File: src/rtl/alu_op_sequencer.sv
// Command sequencer in front of the ALU+shifter: queues {A,B,S,Cin,H} commands, issues one
// at a time, waits the ALU result latency and returns O/Cout with a 2-bit sequence tag.
module alu_op_sequencer #(
    parameter int DEPTH      = 4,
    parameter int RESULT_LAT = 1
) (
    input  logic       clk,
    input  logic       reset,
    input  logic       cmd_valid,
    output logic       cmd_ready,
    input  logic [3:0] cmd_a,
    input  logic [3:0] cmd_b,
    input  logic [2:0] cmd_s,
    input  logic       cmd_cin,
    input  logic [1:0] cmd_h,
    output logic [3:0] alu_a,
    output logic [3:0] alu_b,
    output logic [2:0] alu_s,
    output logic       alu_cin,
    output logic [1:0] alu_h,
    input  logic [3:0] alu_o,
    input  logic       alu_cout,
    output logic       res_valid,
    input  logic       res_ready,
    output logic [3:0] res_o,
    output logic       res_cout,
    output logic [1:0] res_tag,
    output logic       busy
);
    localparam int AW = $clog2(DEPTH);

    typedef enum logic [1:0] {ST_IDLE, ST_WAIT, ST_DONE} state_t;

    typedef struct packed {
        logic [3:0] a;
        logic [3:0] b;
        logic [2:0] s;
        logic       cin;
        logic [1:0] h;
    } cmd_t;

    cmd_t          mem [DEPTH];
    cmd_t          head;
    cmd_t          alu_q;
    logic [AW-1:0] wr_ptr;
    logic [AW-1:0] rd_ptr;
    logic [AW:0]   count;
    logic          full;
    logic          empty;
    logic          push;
    logic          pop;
    logic          capture;
    logic [2:0]    lat_cnt;
    logic [1:0]    tag;
    state_t        state;
    state_t        next_state;

    assign full  = (count == (AW+1)'(DEPTH));
    assign empty = (count == '0);
    assign head  = mem[rd_ptr];

    // NOTE: the command storage has no reset; count decides which entries are live, so
    // stale contents after reset are never read.
    always_ff @(posedge clk) begin
        if (push) begin
            mem[wr_ptr] <= '{a: cmd_a, b: cmd_b, s: cmd_s, cin: cmd_cin, h: cmd_h};
        end
    end

    // NOTE: sequential state uses <= so every flop samples pre-edge values, regardless of
    // the order of statements or processes.
    always_ff @(posedge clk or negedge reset) begin
        if (!reset) begin
            wr_ptr <= '0;
            rd_ptr <= '0;
            count  <= '0;
        end else begin
            if (push) wr_ptr <= wr_ptr + AW'(1);
            if (pop)  rd_ptr <= rd_ptr + AW'(1);
            count <= count + (AW+1)'(push) - (AW+1)'(pop);
        end
    end

    always_ff @(posedge clk or negedge reset) begin
        if (!reset) begin
            state <= ST_IDLE;
        end else begin
            state <= next_state;
        end
    end

    // NOTE: next_state gets its default before the case, so no path leaves it unassigned
    // and no latch is inferred.
    always_comb begin
        next_state = state;
        case (state)
            ST_IDLE: if (!empty)          next_state = ST_WAIT;
            ST_WAIT: if (lat_cnt == 3'd1) next_state = ST_DONE;
            ST_DONE: if (res_ready)       next_state = ST_IDLE;
            default:                      next_state = ST_IDLE;
        endcase
    end

    always_comb begin
        cmd_ready = !full;
        push      = cmd_valid && !full;
        pop       = (state == ST_IDLE) && !empty;
        capture   = (state == ST_WAIT) && (lat_cnt == 3'd1);
        res_valid = (state == ST_DONE);
        busy      = !empty || (state != ST_IDLE);
    end

    // Operand registers change only on issue, so the ALU sees stable inputs between ops.
    always_ff @(posedge clk or negedge reset) begin
        if (!reset) begin
            alu_q    <= '0;
            lat_cnt  <= '0;
            res_o    <= '0;
            res_cout <= 1'b0;
            res_tag  <= '0;
            tag      <= '0;
        end else begin
            if (pop) begin
                alu_q   <= head;
                lat_cnt <= 3'(RESULT_LAT);
            end else if (state == ST_WAIT) begin
                lat_cnt <= lat_cnt - 3'd1;
            end
            if (capture) begin
                res_o    <= alu_o;
                res_cout <= alu_cout;
                res_tag  <= tag;
                tag      <= tag + 2'd1;
            end
        end
    end

    assign alu_a   = alu_q.a;
    assign alu_b   = alu_q.b;
    assign alu_s   = alu_q.s;
    assign alu_cin = alu_q.cin;
    assign alu_h   = alu_q.h;

endmodule

File: config.mk
export PLATFORM = sky130hd
export DESIGN_NAME = alu_op_sequencer
export DESIGN_NICKNAME = d
export VERILOG_FILES = /design/src/rtl/alu_op_sequencer.sv
export SDC_FILE = /design/constraint.sdc
export NUM_CORES = 1
export LEC_CHECK = 0
export CAP_MARGIN = 20
export CORE_AREA = 2 2 84 94
export CTS_BUF_LIST = sky130_fd_sc_hd__clkbuf_4 sky130_fd_sc_hd__clkbuf_8
export DETAILED_ROUTE_END_ITERATION = 7
export DIE_AREA = 0 0 86 96
export PLACE_DENSITY = 0.8
export SLEW_MARGIN = 10
export SYNTH_ARGS = -nofsm -noshare
export SYNTH_HDL_FRONTEND = slang
export SYNTH_SLANG_ARGS = --single-unit
File: constraint.sdc
create_clock -name clk -period 2.4 [get_ports clk]
set_clock_uncertainty 0.15 [all_clocks]
set_input_delay 0.48 -clock clk [delete_from_list [all_inputs] [get_ports clk]]
set_output_delay 0.48 -clock clk [all_outputs]
set_load 0.01 [all_outputs]
==> reports/qor.csv, run 1 <==
stage;metric;value;unit
drt;Post-route DRC;0;
global_routing;pin count of the biggest net entering global routing;36;
min_path;class of the tightest hold or removal check;in -> async;
setup_path;peak fanout along the critical path;4;
yosys;prevailing post-synth register cell;sky130_fd_sc_hd__edfxtp_1;
clocking;source-to-sink clock delay at the later pin of the worst-skew pair;0.35;ns
timing;minimum clock period;2.24;ns
placed_design;number of buffer cells added on primary ports;46;
global_routing;global-route wire length before repair;8990;um
floorplan;height of the die;96;um
yosys;portion of the post-synthesis area used by sequential elements;70.7;%
layout;final core occ;60.0;%
power;reported leakage power;1.67;nW
floorplan;total number of placement rows;33;
power;fraction of power spent switching nets;29.4;%
floorplan;placeable core region;7310;um2
yosys;dominant cell by count in the synthesized netlist;sky130_fd_sc_hd__edfxtp_1;
drt;routed vias/inst;5.24;
clocking;maximum count of clock buffers along a single path;2;
clocking;Clock Sinks;91;
clocking;TritonCTS buffer count;9;
placed_design;Post-DP HPWL;3640;um
clocking;hold buffer count at CTS;0;
timing;highest clock rate;0.447;GHz
yosys;number of synthesized register bits;91;
setup_path;cell-by-cell listing of the critical path;nor3_4 -> nand2_1 -> clkdlybuf4s50_1;
setup_path;cell family contributing the most delay on the critical path;buffers and inverters;
layout;nets;272;
floorplan;Die Area;8260;um2
power;worst voltage drop across the vdd grid;0.605;mV
drt;number of DRC markers after the initial detailed-route iteration;107;
power;total power;5.68;mW
power;Net Sw Power;1.67;mW
run;max-cap check violation count;0;
yosys;Synth Area per Inst;19.6;um2
floorplan;die extent in x;86;um
timing;final-layout setup total negative slack;0;ns
power;share of total power in combinational logic;38.6;%
setup_path;CP Launch Type;flip-flop;
global_routing;GRT Residual Overflow;0;
global_routing;number of global-route vias before repair;1818;
yosys;cell type contributing the most total cell area after synthesis;sky130_fd_sc_hd__edfxtp_1;
setup_path;worst path buffer plus inverter count;1;
floorplan;effective utilization at floorplan;49.5;%
drt;wire per inst;17.0;um
drt;antenna viol nets, final;0;
yosys;EDFF count, synth;56;
setup_path;Worst Path Arrival;1.61;ns
drt;Post-Route WL;5670;um
outcome;status;finished, final reports clean;
power;power per unit of standard cell area;1290;nW/um2
drt;DR pass1 iterations;4;
clocking;CTS tree;yes;
layout;Ant. Diodes;0;
timing;final period utilization;93.3;%
yosys;Post-synth ARST share;38.5;%
yosys;number of nets in the synthesized netlist;216;
power;fraction of power consumed by sequential logic;43.1;%
timing;number of failing hold endpoints at the final stage;0;
placed_design;last weighted congestion value of the routability-driven placer;0.695;
clocking;Clock H-tree levels;3;
yosys;cells taking the most area after synthesis;sky130_fd_sc_hd__edfxtp_1, sky130_fd_sc_hd__dfrtp_1, sky130_fd_sc_hd__mux4_2, sky130_fd_sc_hd__mux2_4, sky130_fd_sc_hd__mux2_2;
timing;final count of pins violating max slew;0;
timing;Max-slew headroom;46.7;%
setup_path;critical path's slowest cell;sky130_fd_sc_hd__clkdlybuf4s50_1;
yosys;most numerous cell types in the synthesized netlist;sky130_fd_sc_hd__edfxtp_1, sky130_fd_sc_hd__dfrtp_1, sky130_fd_sc_hd__mux2_2;
drt;Vias;1745;
power;Internal Dissipation;4.01;mW
yosys;post-synthesis instance area;3620;um2
timing;unrepaired setup endpoints after global routing;no;
power;relative contribution of the clock network to total power;18.4;%
layout;synth-to-layout area growth;21.2;%
setup_path;delay of the slowest cell on the worst path;0.49;ns
setup_path;kind of critical path;reg -> out;
timing;worst hold margin;0.0634;ns
setup_path;type of destination of the critical path;primary output;
global_routing;Total Routing Usage GR;15.1;%
global_routing;initial antenna violation count;0;
clocking;Root Buffer;sky130_fd_sc_hd__clkbuf_8;
setup_path;Worst Path Required;1.77;ns
timing;Tightest Pin Transition;0.799;ns
layout;share of post-route cells with drive strength above 1;25.6;%
timing;setup-violating endpoint count in the final report;0;
yosys;share of Yosys cell area claimed by the top area cell type;46.5;%
yosys;count of distinct cell types in the synthesized netlist;30;
clocking;register clock-pin slew on the reported worst setup and hold paths;0.08;ns
yosys;Yosys warnings;0;
floorplan;IO Count;47;
yosys;Cells after Synth;185;
[metal layers]
metal	vias to the layer above	global-route usage (%)	share of wire (%)
met5	-	0	0
met4	0	7.14	1.6
li1	803	-	-
met1	887	17.9	41
met3	7	4.72	5.3
met2	48	25.1	53
[final timing paths]
check	startpoint	endpoint	slack, ns	depth (start not counted)
setup / recovery	count[1]	busy	0.16	3
hold / removal	reset	alu_s[1]	0.06	1
setup reg to reg	count[1]	count[2]	0.17	7
hold reg to reg	tag[1]	tag[1]	0.33	1
max in group asynchronous	reset	tag[1]	1.53	1
min in group clk	tag[1]	tag[1]	0.33	1
[state kept, by name (all words and copies together) (netlist names)]
name and cells:
res_o 4, alu_cin 1, alu_b 4, lat_cnt 3, state 2, res_cout 1, alu_s 3, mem 56
alu_h 2, tag 2, alu_a 4, rd_ptr 2, res_tag 2, wr_ptr 2, count 3
[metrics by stage]
stage | cells | worst slack, ns | area [um2]
2_1_floorplan | 185 | 0.183 | 3620
3_3_place_gp | 317 | 0.136 | 4160
3_5_place_dp | 317 | 0.0506 | 4160
5_1_grt | 333 | 0.0447 | 4380
6_report | 333 | 0.161 | 4380
4_1_cts | 333 | 0.0479 | 4380
[layout by cell type, fill, tap and decap left out, drive strengths merged]
master / instances
a21o: 1
and2: 1
and3: 4
buf: 6
bufinv: 1
clkbuf: 12
clkdlybuf4s50: 44
clkinv: 3
dfrtp: 35
dlymetal6s2s: 1
edfxtp: 56
fa: 1
ha: 7
inv: 7
mux2: 21
mux4: 14
nand2: 7
nand2b: 1
nand3: 1
nand3b: 1
nor2: 2
nor2b: 2
nor3: 2
nor4bb: 1
o21ai: 2
o22ai: 1
or3: 1
or3b: 1
xnor2: 8
xor2: 2
[final cells by class]
type,count,area (um2)
repair buffers,51,495
well taps,87,109
clock inverters,4,52.6
fillers,533,2920
multi-input cells,81,991
flip-flops and latches,91,2560
clock buffers,12,153
inverters,7,26.3
[power groups by stage]
stage	combinational [mW]	sequential [mW]	clock (mW)
final	2.19	2.44	1.04
after CTS	2.24	2.44	1.07
after global routing	2.40	2.50	1.14
after detailed placement	2.23	2.47	0
after global placement	2.16	2.44	0
after floorplan	1.44	2.51	0
[cells by family after synthesis]
kind of cell	share of synthesized area [%]
AOI/OAI and AO/OA	0.657
xor gates and xnor gates	2.42
adders and majority gates	2.97
buffers and inverters	2.49
DFF	70.7
muxes	16.6
and+or+nand+nor	4.18
[timing repair]
action / CTS / global route
buffers inserted: 0 / 0
gates resized for setup: 2 / 2
endpoints found under the setup margin: 2 / 2
[worst reg2reg max path: stages (launching register included)]
cell	delay [ns]
sky130_fd_sc_hd__dfrtp_1	0.43
sky130_fd_sc_hd__or3b_4	0.45
sky130_fd_sc_hd__nand2_1	0.12
sky130_fd_sc_hd__xnor2_1	0.08
sky130_fd_sc_hd__ha_1	0.19
sky130_fd_sc_hd__fa_1	0.39
sky130_fd_sc_hd__xnor2_1	0.20
sky130_fd_sc_hd__xnor2_1	0.14
(Power assumes the default switching activity.)
==> run 2, diff against run 1 <==
SLEW_MARGIN = 5   (was 10)
==> results of run 2 <==
Same layout as run 1: the final DEF is identical, and so are final timing and power.
